`config.mk`:
```
export PLATFORM = sky130hd
export DESIGN_NAME = cmd_treat_param
export DESIGN_NICKNAME = d
export VERILOG_FILES = /design/src/rtl/cmd_treat_param.sv
export SDC_FILE = /design/constraint.sdc
export NUM_CORES = 2
export LEC_CHECK = 0
export CAP_MARGIN = 20
export CORE_ASPECT_RATIO = 1.75
export CORE_MARGIN = 8
export CORE_UTILIZATION = 40
export DETAILED_ROUTE_END_ITERATION = 16
export PLACE_DENSITY = 0.56
export SYNTH_ARGS = -nofsm -noshare
export SYNTH_HDL_FRONTEND = slang
export SYNTH_SLANG_ARGS = --single-unit
```
`constraint.sdc`:
```
create_clock -name clk -period 14.9 [get_ports clk]
set_input_delay 3.725 -clock clk [delete_from_list [all_inputs] [get_ports clk]]
set_output_delay 3.725 -clock clk [all_outputs]
set_load 0.01 [all_outputs]
```
`src/rtl/cmd_treat_param.sv`:
```
// cmd_treat_param: unpacks flash words into a byte FIFO and streams, checks and reports fixed-length command records
module cmd_treat_param #(
  parameter int IN_BYTES   = 2,
  parameter int REC_LEN    = 256,
  parameter int FIFO_DEPTH = 512,
  parameter int BIT_REV    = 1,
  parameter int CHK_EN     = 1,
  parameter int MAX_STAT   = 6
) (
  input  logic                  clk,
  input  logic                  rst,
  input  logic [8*IN_BYTES-1:0] reconfig_data,
  input  logic                  reconfig_data_en,
  input  logic                  bpi_idle,
  input  logic                  config_valid,
  output logic                  reconfig_read_start,
  output logic                  reconfig_read_end,
  output logic [7:0]            con_dout,
  output logic                  con_dout_en,
  input  logic                  con_dout_rdy,
  output logic [7:0]            reconfig_status,
  output logic [7:0]            reconfig_version1,
  output logic [15:0]           rec_cnt,
  output logic                  buf_overflow
);
  localparam int IW = 8*IN_BYTES;
  localparam int AW = $clog2(FIFO_DEPTH);
  localparam int KW = $clog2(REC_LEN);
  localparam int SW = $clog2(IN_BYTES+1);
  typedef enum logic [1:0] {IDLE, START, DRAIN, CHECK} state_t;
  state_t state_q, state_d;
  logic [IW-1:0] sh_q, sh_d;
  logic [SW-1:0] ser_q, ser_d;
  logic [AW:0] wp_q, wp_d, rp_q, rp_d, fill;
  logic [7:0] mem [FIFO_DEPTH];
  logic [7:0] top, wb, rd;
  logic [KW-1:0] k_q, k_d;
  logic [7:0] stat_q, stat_d, sum_q, sum_d, ver1_q, ver1_d, ver2_q, ver2_d, status_q, status_d;
  logic [15:0] exp_q, exp_d, rec_q, rec_d;
  logic cv_q, pend_q, pend_d, rs_q, rs_d, re_q, re_d, en_q, en_d, ov_q, ov_d;
  logic eor_q, eor_d, sent_q, sent_d, fail_q, fail_d, we, xfer, full;
  assign fill = wp_q - rp_q;
  assign full = fill == (AW+1)'(FIFO_DEPTH);
  assign top = sh_q[IW-1 -: 8];
  assign we = ser_q != '0 && !full;
  assign rd = mem[rp_q[AW-1:0]];
  assign xfer = en_q && con_dout_rdy;
  assign reconfig_read_start = rs_q;
  assign reconfig_read_end = re_q;
  assign con_dout = en_q ? rd : 8'h00;
  assign con_dout_en = en_q;
  assign reconfig_status = status_q;
  assign reconfig_version1 = ver1_q;
  assign rec_cnt = rec_q;
  assign buf_overflow = ov_q;
  always_comb begin
    for (int i = 0; i < 8; i++) wb[i] = BIT_REV != 0 ? top[7-i] : top[i];
  end
  always_ff @(posedge clk) begin
    if (we) mem[wp_q[AW-1:0]] <= wb;
  end
  always_comb begin
    state_d = state_q;
    sh_d = ser_q != '0 ? sh_q << 8 : sh_q;
    ser_d = ser_q != '0 ? ser_q - 1'b1 : ser_q;
    wp_d = we ? wp_q + 1'b1 : wp_q;
    rp_d = xfer ? rp_q + 1'b1 : rp_q;
    ov_d = ser_q != '0 && full;
    pend_d = pend_q | (config_valid & ~cv_q);
    k_d = k_q;
    stat_d = stat_q;
    sum_d = sum_q;
    ver1_d = ver1_q;
    ver2_d = ver2_q;
    status_d = status_q;
    exp_d = exp_q;
    rec_d = rec_q;
    eor_d = eor_q;
    sent_d = sent_q;
    fail_d = fail_q;
    rs_d = 1'b0;
    re_d = 1'b0;
    en_d = 1'b0;
    if (reconfig_data_en) begin
      if (ser_q == '0) begin
        sh_d = reconfig_data;
        ser_d = SW'(IN_BYTES);
      end else ov_d = 1'b1;
    end
    case (state_q)
      IDLE: begin
        if (pend_q) begin
          state_d = START;
          pend_d = config_valid & ~cv_q;
        end else if (fill >= (AW+1)'(REC_LEN) && bpi_idle) begin
          state_d = DRAIN;
          rec_d = rec_q + 16'd1;
          k_d = '0;
          sum_d = 8'h00;
          stat_d = 8'h00;
          eor_d = 1'b0;
          sent_d = 1'b0;
          fail_d = 1'b0;
        end
      end
      START: begin
        state_d = IDLE;
        rs_d = 1'b1;
        status_d = 8'h00;
        rec_d = 16'h0000;
        ver1_d = 8'h00;
      end
      DRAIN: begin
        en_d = 1'b1;
        if (xfer) begin
          k_d = k_q + 1'b1;
          sum_d = sum_q + rd;
          if (k_q == KW'(3)) begin
            stat_d = rd;
            eor_d = rd == 8'h00;
            fail_d = fail_q | (rd > 8'(MAX_STAT));
            re_d = rd == 8'h00 || rd > 8'(MAX_STAT);
            sent_d = re_d;
          end
          if (k_q == KW'(4) && rd > stat_q) begin
            fail_d = 1'b1;
            re_d = !sent_q;
            sent_d = 1'b1;
          end
          if (rec_q == 16'd1 && k_q == KW'(6)) exp_d[15:8] = rd;
          if (rec_q == 16'd1 && k_q == KW'(7)) exp_d[7:0] = rd;
          if (rec_q == 16'd1 && k_q == KW'(8)) ver1_d = rd;
          if (eor_q && k_q == KW'(6)) ver2_d = rd;
          if (k_q == KW'(REC_LEN-1)) begin
            en_d = 1'b0;
            state_d = CHECK;
          end
        end
      end
      default: begin
        state_d = IDLE;
        if (fail_q || (CHK_EN != 0 && sum_q != 8'h00)) status_d = 8'h55;
        else if (eor_q) status_d = (exp_q + 16'd1 == rec_q && ver1_q == ver2_q) ? 8'hAA : 8'h55;
      end
    endcase
  end
  always_ff @(posedge clk) begin
    if (rst) begin
      state_q <= IDLE;
      sh_q <= '0;
      ser_q <= '0;
      wp_q <= '0;
      rp_q <= '0;
      k_q <= '0;
      stat_q <= 8'h00;
      sum_q <= 8'h00;
      ver1_q <= 8'h00;
      ver2_q <= 8'h00;
      status_q <= 8'h00;
      exp_q <= 16'h0000;
      rec_q <= 16'h0000;
      cv_q <= 1'b0;
      pend_q <= 1'b0;
      rs_q <= 1'b0;
      re_q <= 1'b0;
      en_q <= 1'b0;
      ov_q <= 1'b0;
      eor_q <= 1'b0;
      sent_q <= 1'b0;
      fail_q <= 1'b0;
    end else begin
      state_q <= state_d;
      sh_q <= sh_d;
      ser_q <= ser_d;
      wp_q <= wp_d;
      rp_q <= rp_d;
      k_q <= k_d;
      stat_q <= stat_d;
      sum_q <= sum_d;
      ver1_q <= ver1_d;
      ver2_q <= ver2_d;
      status_q <= status_d;
      exp_q <= exp_d;
      rec_q <= rec_d;
      cv_q <= config_valid;
      pend_q <= pend_d;
      rs_q <= rs_d;
      re_q <= re_d;
      en_q <= en_d;
      ov_q <= ov_d;
      eor_q <= eor_d;
      sent_q <= sent_d;
      fail_q <= fail_d;
    end
  end
endmodule
```
==> flow_metrics.py <==
metrics = {
    "status": {
        "status": "finished, final reports clean",
    },
    "yosys": {
        "yosysMostFrequentCell": "edfxtp_1",
        "synthArstFlopShare_pct": 0,
        "synth_xor_area_share_pct": 0.363,
        "synth_top_family_by_area": "multiplexers",
        "synth_top_area_share_pct": 73.9,
        "synth_cell_types": 91,
        "synth_edf_count": 4096,
        "synthAdderAreaFrac_pct": 0.305,
        "synth_nets": 8660,
        "ys_warn_count": 0,
        "synth_area_leaders": "edfxtp_1 74%, mux4_2 10%, mux2i_1 2.0%",
        "avgSynthCellArea_um2": 19.4,
        "yosysSeqAreaShare_pct": 75.5,
        "synthMuxAreaShare_pct": 13.6,
        "synth-seq-cells": 4228,
        "netlist_instances": 8598,
        "synth_simple_gate_area_share_pct": 4.29,
        "synthFlopType": "edfxtp_1",
        "yosys-top-cells-count": "4096 x edfxtp_1, 806 x nor2_1, 774 x mux4_2",
        "synth_compound_area_share_pct": 3.77,
        "syn_area_um2": 166000,
        "netlist.top_cell.by_area": "edfxtp_1",
    },
    "worst_setup_path": {
        "cp.required_ns": 11.18,
        "arrival_ns": 7.22,
        "crit_slowest_cell": "a221oi_1",
        "crit_path_end_kind": "primary output",
        "slowest_delay_ns": 1.03,
        "worstSetupPathType": "reg -> out",
        "worstPathMaxFanout": 77,
        "crit_chain": "buf_12, buf_4, mux4_2, a22oi_1, nand2_1, a221oi_1, nand2b_1, and3_1, and4_1, and2_1, clkdlybuf4s50_1",
        "cp-start-kind": "flop",
    },
    "place": {
        "placed_cells": 13900,
        "place_worst_setup_slack_ns": 4.78,
        "gp_congestion": 0.898,
        "post-dp-hpwl_mm": 338,
        "io_buffers": 65,
    },
    "sta": {
        "grt_setup_unrepaired": "no",
        "worst_pin_slew_ns": 1.32,
        "setup_ws_ns": 3.95,
        "max_freq_mhz": 91.3,
        "maxSlewViolCount": 0,
        "post-route-period-util_pct": 73.5,
        "slew_headroom_pct": 11.7,
        "hold_violations": 0,
        "skew_ns": 0.0684,
        "layout_min_cycle_time_ns": 10.95,
        "finalSetupViolCount": 0,
        "fin_setup_tns_ns": 0,
    },
    "global_routing": {
        "grt_overflow_total": 0,
        "grt_pass1_wl_mm": 729,
        "grt_max_degree": 207,
        "grt_pass1_vias": 89000,
        "antenna_found_initial": 39,
        "track_usage_pct": 23.6,
    },
    "drt": {
        "drc": 0,
        "firstDrtPassIters": 6,
        "final_antenna_net_count": 0,
        "wl_mm": 532,
        "via_per_inst": 6.03,
        "wl_per_cell_um": 36.5,
        "drt_iter0_markers": 10500,
        "vias": 87900,
    },
    "clock_tree": {
        "post-cts-setup-buffers": 0,
        "clkSinkCount": 4228,
        "clk_latency_ns": 0.96,
        "clkTransAtPathRegs_ns": 0.07,
        "cts_tree": "built",
        "h-tree-depth": 5,
        "root_buffer": "clkbuf_16",
        "ctsHoldBuffers": 0,
        "cts_buffer_depth": 4,
        "cts_made_buffers": 364,
        "post_cts_resized": 0,
    },
    "layout": {
        "area_growth_pct": 11.3,
        "drive_above_1_share_pct": 19.5,
        "final_cells": 14600,
        "nNetsFinal": 8811,
    },
    "floorplan": {
        "coreArea_um2": 415000,
        "dieArea_um2": 438000,
        "chipWidth_um": 504,
        "io_pins": 66,
        "initial_core_util_pct": 40.1,
        "die_y_um": 869,
        "rows": 313,
    },
    "flow_run": {
        "max_cap_viol_count": 0,
    },
    "power_and_ir_drop": {
        "p_per_area_nw_per_um2": 128,
        "vdd_ir_drop_max_mv": 0.101,
        "fin_total_pwr_mw": 23.7,
        "p_leak_nw": 55.1,
    },
    "hold_path": {
        "hold_path.class": "reg -> reg",
    },
}
[placed cells by master (no fill, tap or decap), drive strengths merged, types with 64 or more instances in the layout]
cell and instances:
nand2 174, edfxtp 4096, nand3 120, clkdlybuf4s50 64, nor3 108, nor2 806, o22ai 214, mux2 105
dfxtp 132, mux4 801, a2111oi 65, clkbuf 437, nor2b 168, mux2i 328, a211oi 175, clkinv 141
buf 267, o221ai 107, a21oi 103
[cell type report]
type | instances | area [um2]
Tap cell | 5512 | 6900
Antenna cell | 37 | 92.6
Clock buffer | 437 | 9580
Clock inverter | 220 | 2440
Inverter | 45 | 179
Sequential cell | 4228 | 126000
Timing Repair Buffer | 331 | 3040
Fill cell | 35100 | 229000
Multi-Input combinational cell | 3779 | 37400
[report_power, final]
part	switching (mW)	leakage [nW]	internal (mW)
Clock	4.41	5.83	5.44
Combinational	0.448	10.7	0.0791
Sequential	0.0553	38.6	13.2
Total	4.91	55.1	18.7
[final timing paths]
check             startpoint          end  depth (start not counted)  slack [ns]
hold / removal       sh_q[6]     sh_q[14]                          2        0.46
setup / recovery        flop  con_dout[7]                         11        3.95
hold reg to reg      sh_q[6]     sh_q[14]                          2        0.46
setup reg to reg        flop       sent_q                         21        7.02
[per-stage QoR]
stage / instance area [um2] / utilization (%) / hold slack, ns
floorplan: 166000 / - / 0.444
global placement: 173000 / 41.7 / 0.464
detailed placement: 173000 / 41.7 / 0.470
CTS: 185000 / 44.6 / 0.466
global route: 185000 / 44.7 / 0.466
finish: 185000 / 44.7 / 0.456
[layer usage]
metal	part of all wire, %	up-vias	GRT usage [%]
li1	-	35400	-
met4	7.6	16	15.2
met2	52	4270	41.4
met3	6.7	1168	3.57
met5	0.022	-	0
met1	34	47000	26.9
[cell families (layout without fill, tap and decap cells)]
logic type / count (synthesis) / count (layout)
muxes: 1234 / 1234
other: 0 / 37
buffers and inverters: 591 / 1033
and+or+nand+nor: 1561 / 1561
DFF: 4228 / 4228
adders and majority gates: 40 / 40
xor gates and xnor gates: 69 / 69
AOI/OAI and AO/OA: 875 / 875
[worst max-delay path: cells and delay by family (launching register included)]
kind | cells | cell delay (ns)
simple gates | 5 | 1.60
flops | 1 | 0.89
buf+inv | 3 | 1.68
compound gates | 2 | 1.30
mux | 1 | 0.66
[state kept, by name (all words and copies together) (netlist names), 2 cells and up, named ones only]
register and flops:
mem 4096, exp_q 16, rec_cnt 16, sh_q 16
rp_q 10, wp_q 10, k_q 8, reconfig_version1 8
stat_q 8, sum_q 8, ver2_q 8, reconfig_status 2
ser_q 2, state_q 2
Power figures use the tool's default switching activity.
